**src/rtl/uart_tx_ctrl.sv**
```systemverilog
// UART transmit controller: pulls one word per frame from a TX FIFO and
// serialises it as start bit, DataWidth data bits (LSB first) and a stop bit.
module uart_tx_ctrl #(
  parameter int DataWidth = 8,
  parameter int BaudDiv   = 868
) (
  input  logic                 clk_i,
  input  logic                 rst_i,
  input  logic                 en_i,
  input  logic                 fifo_empty_i,
  input  logic [DataWidth-1:0] fifo_rd_data_i,
  output logic                 fifo_rd_en_o,
  output logic                 tx_o,
  output logic                 busy_o,
  output logic                 done_o
);

  localparam int DivWidth = $clog2(BaudDiv);
  localparam int BitWidth = $clog2(DataWidth + 1);

  typedef enum logic [2:0] {
    IDLE,
    FETCH,
    LOAD,
    START,
    DATA,
    STOP
  } state_e;

  state_e                 state_q, state_d;
  logic [DivWidth-1:0]    baud_q, baud_d;
  logic [BitWidth-1:0]    bit_q, bit_d;
  logic [DataWidth-1:0]   shift_q, shift_d;
  logic                   tx_q, tx_d;

  logic baud_end;
  logic last_bit;

  assign baud_end = (baud_q == DivWidth'(BaudDiv - 1));
  assign last_bit = (bit_q == BitWidth'(DataWidth - 1));

  always_ff @(posedge clk_i or posedge rst_i) begin
    if (rst_i) begin
      state_q <= IDLE;
      baud_q  <= '0;
      bit_q   <= '0;
      shift_q <= '0;
      tx_q    <= 1'b1;
    end else begin
      state_q <= state_d;
      baud_q  <= baud_d;
      bit_q   <= bit_d;
      shift_q <= shift_d;
      tx_q    <= tx_d;
    end
  end

  always_comb begin
    state_d = state_q;
    baud_d  = baud_q;
    bit_d   = bit_q;
    shift_d = shift_q;
    tx_d    = 1'b1;

    case (state_q)
      IDLE: begin
        baud_d = '0;
        bit_d  = '0;
        // The empty flag only matters here; once FETCH is entered the read is committed.
        if (en_i && !fifo_empty_i) begin
          state_d = FETCH;
        end
      end
      FETCH: begin
        state_d = LOAD;
      end
      LOAD: begin
        shift_d = fifo_rd_data_i;
        baud_d  = '0;
        state_d = START;
      end
      START: begin
        if (baud_end) begin
          baud_d  = '0;
          bit_d   = '0;
          state_d = DATA;
        end else begin
          baud_d = baud_q + DivWidth'(1);
        end
      end
      DATA: begin
        if (baud_end) begin
          baud_d  = '0;
          shift_d = shift_q >> 1;
          if (last_bit) begin
            bit_d   = '0;
            state_d = STOP;
          end else begin
            bit_d = bit_q + BitWidth'(1);
          end
        end else begin
          baud_d = baud_q + DivWidth'(1);
        end
      end
      STOP: begin
        if (baud_end) begin
          baud_d  = '0;
          state_d = IDLE;
        end else begin
          baud_d = baud_q + DivWidth'(1);
        end
      end
      default: begin
        state_d = IDLE;
      end
    endcase

    // Line level is registered, so it is derived from where the FSM is going next.
    case (state_d)
      START:   tx_d = 1'b0;
      DATA:    tx_d = shift_d[0];
      default: tx_d = 1'b1;
    endcase
  end

  assign fifo_rd_en_o = (state_q == FETCH);
  assign busy_o       = (state_q != IDLE);
  assign done_o       = (state_q == STOP) && baud_end;
  assign tx_o         = tx_q;

endmodule
```
**config.mk**
```make
export PLATFORM = sky130hd
export DESIGN_NAME = uart_tx_ctrl
export DESIGN_NICKNAME = d
export VERILOG_FILES = /design/src/rtl/uart_tx_ctrl.sv
export SDC_FILE = /design/constraint.sdc
export NUM_CORES = 1
export LEC_CHECK = 0
export ABC_AREA = 1
export CAP_MARGIN = 20
export CORE_MARGIN = 2
export CORE_UTILIZATION = 56
export CTS_CLUSTER_DIAMETER = 50
export DETAILED_ROUTE_END_ITERATION = 10
export PLACE_DENSITY = 0.81
export SLEW_MARGIN = 25
export SYNTH_ARGS = -nofsm -noshare
export SYNTH_HDL_FRONTEND = slang
export SYNTH_SLANG_ARGS = --single-unit
```
**constraint.sdc**
```tcl
create_clock -name clk_i -period 2.3 [get_ports clk_i]
set_clock_uncertainty 0.15 [all_clocks]
set_input_delay 0.575 -clock clk_i [delete_from_list [all_inputs] [get_ports clk_i]]
set_output_delay 0.575 -clock clk_i [all_outputs]
set_load 0.1 [all_outputs]
```
# After elaboration in Yosys (flattened, before gate mapping)
# Index checks and enable logic that the tools add are counted.
[word_totals] reg_bits=26 input_bits=12 output_inout_bits=4 word_cells=46
[op_classes] addsub=2 eq_ne=11 muxes=15 n_reduce_logical=12
[op_table] cell="$pmux 10 s2" count=1
[op_table] cell="$pmux 3 s6" count=1
[op_table] cell="$pmux 8 s2" count=1
[op_table] cell="$mux 3" count=5
[op_table] cell="$mux 4" count=3
[op_table] cell="$pmux 4 s3" count=1
[op_table] cell="$add 10x1->10 const B" count=1
[op_table] cell="$eq 10x10->1 const B" count=1
[op_table] cell="$mux 10" count=1
[op_table] cell="$eq 3x2->1 const B" count=3
[op_table] cell="$eq 3x3->1 const B" count=3
[op_table] cell="$mux 8" count=1
[op_table] cell="$reduce_bool 3->1" count=2
[op_table] cell="$add 4x1->4 const B" count=1
[op_table] cell="$eq 4x3->1 const B" count=1
[op_table] cell="$ne 2x2->1 const B" count=2
[op_table] cell="$reduce_bool 2->1" count=2
[op_table] cell="$eq 3x1->1 const B" count=1
[op_table] cell="$logic_not 3->1" count=1
[op_table] cell="$reduce_and 3->1" count=1
[op_table] cell="$reduce_or 3->1" count=1
[op_table] cell="$logic_and 1x1->1" count=2
[op_table] cell="$pmux 1 s2" count=1
[op_table] cell="$reduce_and 2->1" count=1
[op_table] cell="other kinds (2)" count=2

# Logic depth before layout (Yosys ltp)
# Gate-level depths: netlist (run 1).
[depth] word_depth=6 depth_mapped=10 ltp_nobuf=10

# Least setup slack after synthesis (run 1)
# Ideal clock, no wire load.
[synth_path] path_kind="reg-to-output" startpoint="register baud_q[0]" endpoint="output done_o" t_arrival_ns=3.036 required_ns=1.575 path_slack_ns=-1.461 path_stages_with_launch=6 path_buffers=0 cell_sequence="dfrtp_1 -> ha_1 -> nand2_1 -> nor2_2 -> nand4_1 -> nor3_1"
[synth_via] elab_chain_len=2
[synth_rtl] item="start: declaration" line_no="31" source="logic [DivWidth-1:0] baud_q, baud_d;"
[synth_rtl] item="start signal: assignment" line_no="51" source="baud_q <= baud_d;"
[synth_rtl] item="$eq 10x10->1" line_no="39" source="assign baud_end = (baud_q == DivWidth'(BaudDiv - 1));"
[synth_rtl] item="$logic_and 1x1->1" line_no="128" source="assign done_o = (state_q == STOP) && baud_end;"
[synth_rtl] item="end: declaration" line_no="15" source="output logic done_o"
# No other way between the ends.

# Worst setup path after layout (run 1)
# Same ends and word-level chain as after synthesis.

==> results.sh, run 1 <==
export IMPL_path_cells="ha_2 > nand2_2 > nor2_4 > nand4_1 > nor3_4 > buf_12"
export IMPL_synth_compound_area_share_pct=8.88
export IMPL_r2r_start="baud_q[0]"
export IMPL_synth_seq_area_share_pct=42.1
export IMPL_syn_inst=197
export IMPL_power_density_mw_per_mm2=419
export IMPL_violated_checks="negative setup slack"
export IMPL_tritoncts_num_sinks=26
export IMPL_most_frequent_standard_cell_in_the_layout_excluding_fill_and_tap_cells="nand2_1"
export IMPL_layout_common_cells="nand2_1 (55), dfrtp_1 (25), inv_1 (22), nand3_1 (21), buf_4 (17)"
export IMPL_postSynthRegisterBits=26
export IMPL_multi_input_comb_area_um2=821
export IMPL_filler_cell_count=206
export IMPL_worstSkewPairLatency_ns=0.34
export IMPL_vias=1418
export IMPL_combinational_family_with_the_most_area_after_synthesis="simple AND/OR/NAND/NOR gates"
export IMPL_min_period_over_period_pct=105
export IMPL_area_growth_synth_to_final_pct=28.7
export IMPL_p_sw_share_pct=20.8
export IMPL_gr_usage_all_layers_pct=22.3
export IMPL_finalPower_uw=837
export IMPL_cp_slowest_cell="dfrtp_1"
export IMPL_setup_slack_ns=-0.112
export IMPL_grt_start_max_net_pins=27
export IMPL_achievable_frequency_mhz=415
export IMPL_drtIter0Drc=49
export IMPL_clk_pin_slew_ns=0.16
export IMPL_post_synth_fa_ha_maj_area_fraction_pct=1.61
export IMPL_status="finished, violations left"
export IMPL_floorplan_core_area_mm2=0.00269
export IMPL_synth_xor_area_share_pct=1.13
export IMPL_grt_antenna_before_repair=0
export IMPL_die_ht_um=56.6
export IMPL_final_net_count=246
export IMPL_endpoint_kind="primary output"
export IMPL_yosys_mux_area_fraction_pct=0
export IMPL_worstSetupStartpointType="flop"
export IMPL_seq_power_share_pct=56.0
export IMPL_grt_setup_unrepaired="true"
export IMPL_ir_worst_vdd_v=0.000468
export IMPL_syn_avg_cell_area_um2=7.87
export IMPL_drc_violation_count_after_routing=0
export IMPL_finalWorstPathRequiredPeriod_ns=2.41
export IMPL_cts_buffer_depth=2
export IMPL_detailed_place_area_mm2=0.00181
export IMPL_hold_path_stages=2
export IMPL_finalWeightedCongestion=0.837
export IMPL_first_pass_iters=4
export IMPL_cellLeakagePower_uw=0.00100
export IMPL_timing_slew_headroom_pct=72.1
export IMPL_finalInstanceArea_mm2=0.00200
export IMPL_dp_cells=245
export IMPL_post_synth_and_or_nand_nor_area_fraction_pct=37.9
export IMPL_seqCellArea_um2=652
export IMPL_htree_levels=1
export IMPL_place_detailed_hpwl_mm=2.44
export IMPL_die_x_um=56.6
export IMPL_timing_max_cap_violations=0
export IMPL_insertedDiodeCount=0
export IMPL_floorplan_io_pins=16
export IMPL_worst_path_max_fanout=2
export IMPL_hold_path_class="reg -> reg"
export IMPL_netSwitchingPower_uw=174
export IMPL_reg2reg_setup_slack_ns=0.09
export IMPL_synthesis_nets=211
export IMPL_crit_path_category="reg -> out"
export IMPL_required_time_of_the_critical_path_ns=1.57
export IMPL_design_die_area_mm2=0.00321
export IMPL_timing_final_setup_violations=1
export IMPL_p_clk_share_pct=39.4
export IMPL_clk_root_buffer_cell="clkbuf_4"
export IMPL_critical_path_startpoint="baud_q[0]"
export IMPL_rr_worst_depth=15
export IMPL_yosys_cell_types_count=28
export IMPL_route_detailed_wl_per_inst_um=13.3
export IMPL_cts_buffers=3
export IMPL_slowest_delay_ns=0.40
export IMPL_cts_tree="built"
export IMPL_global_route_wire_length_before_repair_mm=5.65
export IMPL_number_of_pins_exceeding_their_max_slew_limit_in_the_final_report=0
export IMPL_worst_endpoint_arrival_ns=1.69
export IMPL_syn_area_mm2=0.00155
export IMPL_rows=19
export IMPL_placement_io_buffers=15
export IMPL_antenna_left=0
export IMPL_route_detailed_vias_per_inst=5.41
export IMPL_internal_power_uw=663
export IMPL_timing_critical_path_to="done_o"
export IMPL_final_instance_count_excl_fill=262
export IMPL_via_count_of_the_first_global_routing_pass=1359
export IMPL_gr_total_overflow=0
export IMPL_timing_final_hold_violations=0
export IMPL_starting_density_of_the_core_pct=57.7
export IMPL_p_comb_share_pct=4.6
export IMPL_detail_route_wirelength_mm=3.49
export IMPL_timing_rr_end="tx_o"
export IMPL_worst_slew_pin_transition_ns=0.419
export IMPL_warnings_from_yosys=0
export IMPL_fraction_of_final_layout_cells_with_drive_strength_greater_than_1_pct=27.3
## state kept, by name (all words and copies together) (netlist names)
name and flops:
state_q 3, shift_q 8, baud_q 10, tx_o 1, bit_q 4
## cell families (layout without fill, tap and decap cells)
| logic type | after synthesis | count (layout) |
|---|---|---|
| XOR/XNOR | 2 | 2 |
| adder cells (fa/ha/maj) | 2 | 2 |
| AO/OA/AOI/OAI | 17 | 17 |
| flip-flops | 26 | 26 |
| AND/OR/NAND/NOR | 120 | 120 |
| buffers and inverters | 30 | 64 |
## cells in the mapped netlist, drive strengths merged
library cell,n,share of area [%]
nand2,62,16
o21ai,11,5.0
a21oi,2,0.89
inv,26,6.3
nor2,18,6.5
xor2,1,0.57
ha,2,1.6
or2,1,0.40
buf,3,1.8
nand3,25,10
clkinv,1,0.32
o22ai,3,2.4
dfstp,1,1.7
xnor2,1,0.57
nand4,7,2.8
dfrtp,25,40
nor3,7,2.3
a22o,1,0.57
## per-layer routing
layer	share of wire [%]	track usage, %	up-vias	wire, um
li1	-	-	707	-
met1	44	29.0	679	1540
met2	52	37.9	28	1820
met3	2.7	3.00	4	94
met4	1.2	8.16	0	41
met5	0	0	-	0
## worst min path at each step
stage	start	to	slack, ns
after floorplan	shift_q[1]	shift_q[1]	0.30
after global placement	shift_q[6]	shift_q[6]	0.32
after detailed placement	shift_q[3]	shift_q[3]	0.32
after CTS	shift_q[3]	shift_q[3]	0.35
after global routing	shift_q[3]	shift_q[3]	0.39
final	shift_q[7]	shift_q[6]	0.35
## final cells by class
class / instances / area share (%)
multi-input combinational: 141 / 41.1
sequential: 26 / 32.7
timing repair buffer: 33 / 16.5
inverter: 27 / 5.14
tap: 31 / 1.94
clock inverter: 1 / 1.50
clock buffer: 3 / 1.13
## power groups by stage
stage          combinational (uW)  clock, uW  sequential [uW]
2_1_floorplan                15.0          0              476
3_3_place_gp                 38.3          0              476
3_5_place_dp                 39.2          0              477
4_1_cts                      39.3        331              468
5_1_grt                      43.4        341              469
6_report                     38.5        330              468
## worst max-delay path, delay by kind of cell (launching register included)
family                     cells  cell delay [ns]
buffers and inverters          1             0.20
adders and majority gates      1             0.20
and+or+nand+nor                4             0.55
DFF                            1             0.40
## through the flow
step	utilization, %	setup slack, ns	setup TNS, ns	hold WS [ns]
final	74.3	-0.112	-0.112	0.350
after global routing	74.3	-0.229	-0.291	0.390
after CTS	72.9	-0.121	-0.207	0.355
after detailed placement	67.4	0.226	0	0.321
after global placement	67.4	0.280	0	0.319
after floorplan	-	-0.239	-0.239	0.302
## timing repair
item	in CTS	in global routing
gates resized for setup	3	7
setup buffers	12	3
pin swaps	5	6
setup endpoints to repair	1	4
hold buffers	0	0
Power figures use the tool's default switching activity.
==> inputs of run 2 (changes only) <==
--- a/config.mk
+++ b/config.mk
@@ -7,11 +7,13 @@
 export LEC_CHECK = 0
 export ABC_AREA = 1
 export CAP_MARGIN = 20
+export CORE_ASPECT_RATIO = 0.6
 export CORE_MARGIN = 2
-export CORE_UTILIZATION = 56
+export CORE_UTILIZATION = 58
+export CTS_BUF_LIST = sky130_fd_sc_hd__clkbuf_8
 export CTS_CLUSTER_DIAMETER = 50
 export DETAILED_ROUTE_END_ITERATION = 10
-export PLACE_DENSITY = 0.81
+export PLACE_DENSITY = 0.83
 export SLEW_MARGIN = 25
 export SYNTH_ARGS = -nofsm -noshare
 export SYNTH_HDL_FRONTEND = slang
==> run 2 against run 1 <==
Net effect:
- the run still ends with negative setup slack left
- final area decreased by 3.7%
- sequential share of layout area increased by 1.3 points
- fmax increased by 4.8%
- clock power increased by 17%
- clock-buffer cell count unchanged
- setup slack improved by 0.11 ns
- critical endpoint unchanged
==> results.sh, run 2 (same netlist as run 1, synthesis figures left out) <==
export IMPL_filler_cell_count=189
export IMPL_worstSkewPairLatency_ns=0.28
export IMPL_timing_setup_tns_ns=-0.00190
export IMPL_cp_slowest_cell="dfrtp_1"
export IMPL_final_instance_count_excl_fill=253
export IMPL_path_cells="ha_2 > nand2_2 > nor2_4 > nand4_1 > nor3_4 > buf_12"
export IMPL_die_x_um=70.7
export IMPL_ir_worst_vdd_v=0.000346
export IMPL_htree_levels=1
export IMPL_place_detailed_hpwl_mm=2.65
export IMPL_starting_density_of_the_core_pct=61.5
export IMPL_timing_final_hold_violations=0
export IMPL_cellLeakagePower_uw=0.000962
export IMPL_rows=14
export IMPL_drtIter0Drc=84
export IMPL_violated_checks="negative setup slack"
export IMPL_endpoint_kind="primary output"
export IMPL_detail_route_wirelength_mm=3.83
export IMPL_area_growth_synth_to_final_pct=24.0
export IMPL_grt_start_max_net_pins=27
export IMPL_required_time_of_the_critical_path_ns=1.57
export IMPL_cts_buffers=3
export IMPL_worst_endpoint_arrival_ns=1.58
export IMPL_route_detailed_vias_per_inst=5.68
export IMPL_utilization_pct=76.2
export IMPL_finalWorstPathRequiredPeriod_ns=2.30
export IMPL_power_density_mw_per_mm2=465
export IMPL_fraction_of_final_layout_cells_with_drive_strength_greater_than_1_pct=23.5
export IMPL_p_sw_share_pct=19.5
export IMPL_clk_root_buffer_cell="clkbuf_8"
export IMPL_floorplan_core_area_mm2=0.00252
export IMPL_p_comb_share_pct=4.4
export IMPL_route_detailed_wl_per_inst_um=15.1
export IMPL_p_clk_share_pct=43.2
export IMPL_status="finished, violations left"
export IMPL_most_frequent_standard_cell_in_the_layout_excluding_fill_and_tap_cells="nand2_1"
export IMPL_vias=1437
export IMPL_final_net_count=236
export IMPL_floorplan_io_pins=16
export IMPL_placement_io_buffers=15
export IMPL_number_of_flip_flops_under_the_largest_register_name=10
export IMPL_dp_cells=245
export IMPL_timing_slew_headroom_pct=68.8
export IMPL_gr_total_overflow=0
export IMPL_via_count_of_the_first_global_routing_pass=1399
export IMPL_tritoncts_num_sinks=26
export IMPL_internal_power_uw=719
export IMPL_ctsHoldBuffers=0
export IMPL_seqCellArea_um2=652
export IMPL_register_bank_with_the_most_flops="baud_q"
export IMPL_finalPower_uw=894
export IMPL_achievable_frequency_mhz=434
export IMPL_biggestRegsByFlops="baud_q (10), shift_q (8), bit_q (4)"
export IMPL_setup_slack_ns=-0.00190
export IMPL_worst_path_max_fanout=2
export IMPL_min_period_over_period_pct=100
export IMPL_design_die_area_mm2=0.00312
export IMPL_global_route_wire_length_before_repair_mm=6.44
export IMPL_finalInstanceArea_mm2=0.00192
export IMPL_netSwitchingPower_uw=175
export IMPL_hold_path_class="reg -> reg"
export IMPL_detailed_place_area_mm2=0.00181
export IMPL_number_of_pins_exceeding_their_max_slew_limit_in_the_final_report=0
export IMPL_slowest_delay_ns=0.36
export IMPL_first_pass_iters=4
export IMPL_crit_path_category="reg -> out"
export IMPL_cts_tree="built"
export IMPL_gr_usage_all_layers_pct=27.5
export IMPL_clk_pin_slew_ns=0.09
export IMPL_worstSetupStartpointType="flop"
export IMPL_grt_setup_unrepaired="true"
export IMPL_timing_max_cap_violations=0
export IMPL_drc_violation_count_after_routing=0
export IMPL_seq_power_share_pct=52.4
export IMPL_grt_antenna_before_repair=0
export IMPL_cts_buffer_depth=2
export IMPL_layout_common_cells="nand2_1 (56), dfrtp_1 (25), nand3_1 (22), inv_1 (22), clkdlybuf4s50_1 (11)"
export IMPL_die_ht_um=44.0
export IMPL_timing_final_setup_violations=1
export IMPL_worst_slew_pin_transition_ns=0.465
export IMPL_finalWeightedCongestion=0.908
export IMPL_insertedDiodeCount=0
export IMPL_multi_input_comb_area_um2=806
export IMPL_antenna_left=0
==> run 2: cell types whose count changed in the layout (fill, tap and decap cells not counted) <==
cell | before | now
buf_4 | 17 | 8
clkbuf_4 | 3 | 0
clkbuf_8 | 0 | 3
nand2_4 | 3 | 1
buf_6 | 1 | 0
nand2_1 | 55 | 56
nand2_2 | 4 | 5
nand3_1 | 21 | 22
nand3_2 | 2 | 1
nor2_1 | 11 | 10
nor2_2 | 3 | 4
==> run 2: metrics by stage <==
| step | hold slack, ns | setup WS [ns] |
|---|---|---|
| floorplan | 0.302 | -0.239 |
| global placement | 0.316 | 0.258 |
| detailed placement | 0.324 | 0.212 |
| CTS | 0.346 | -0.0358 |
| global route | 0.386 | -0.0691 |
| finish | 0.342 | -0.00190 |
==> run 2: critical path: cells and delay by family, from the launching register on <==
family | cells | cell delay (ns)
buffers and inverters | 1 | 0.20
and+or+nand+nor | 4 | 0.54
DFF | 1 | 0.36
adders and majority gates | 1 | 0.20
==> run 2: path summary, 6_finish.rpt <==
kind | depth (start not counted) | slack [ns] | from | to
worst max-delay path | 6 | -0.002 | baud_q[0] | done_o
worst min-delay path | 2 | 0.34 | shift_q[5] | shift_q[5]
worst max register to register | 9 | 0.35 | baud_q[0] | bit_q[3]
worst min register to register | 2 | 0.34 | shift_q[5] | shift_q[5]
max in group asynchronous | 3 | 1.19 | rst_i | tx_o
min in group asynchronous | 3 | 0.51 | rst_i | baud_q[3]
==> run 2: timing repair <==
item,4_1_cts,5_1_grt
buffers inserted,4,0
resized for setup,6,0
setup endpoints to repair,1,1
pin swaps,4,2
==> run 2: power groups by stage <==
stage / Combinational [uW] / Clock (uW) / Sequential [uW]
3_5_place_dp: 39.7 / 0 / 477
5_1_grt: 44.8 / 411 / 469
6_report: 39.4 / 386 / 468
2_1_floorplan: 15.0 / 0 / 476
3_3_place_gp: 37.7 / 0 / 476
4_1_cts: 39.8 / 386 / 468
==> run 2: area by class of cell <==
cell class / instances / share of cell area, %
inverter: 27 / 5.34
multi-input combinational: 141 / 41.9
clock inverter: 1 / 1.56
tap: 32 / 2.08
timing repair buffer: 23 / 13.0
clock buffer: 3 / 2.15
sequential: 26 / 33.9
==> run 2: routing by layer <==
layer / wire (um) / vias up / track usage (%) / share of wire [%]
li1: - / 688 / - / -
met1: 1600 / 672 / 34.6 / 42
met2: 1890 / 66 / 49.0 / 49
met3: 247 / 11 / 6.15 / 6.4
met4: 93 / 0 / 8.30 / 2.4
met5: 0 / - / 0 / 0
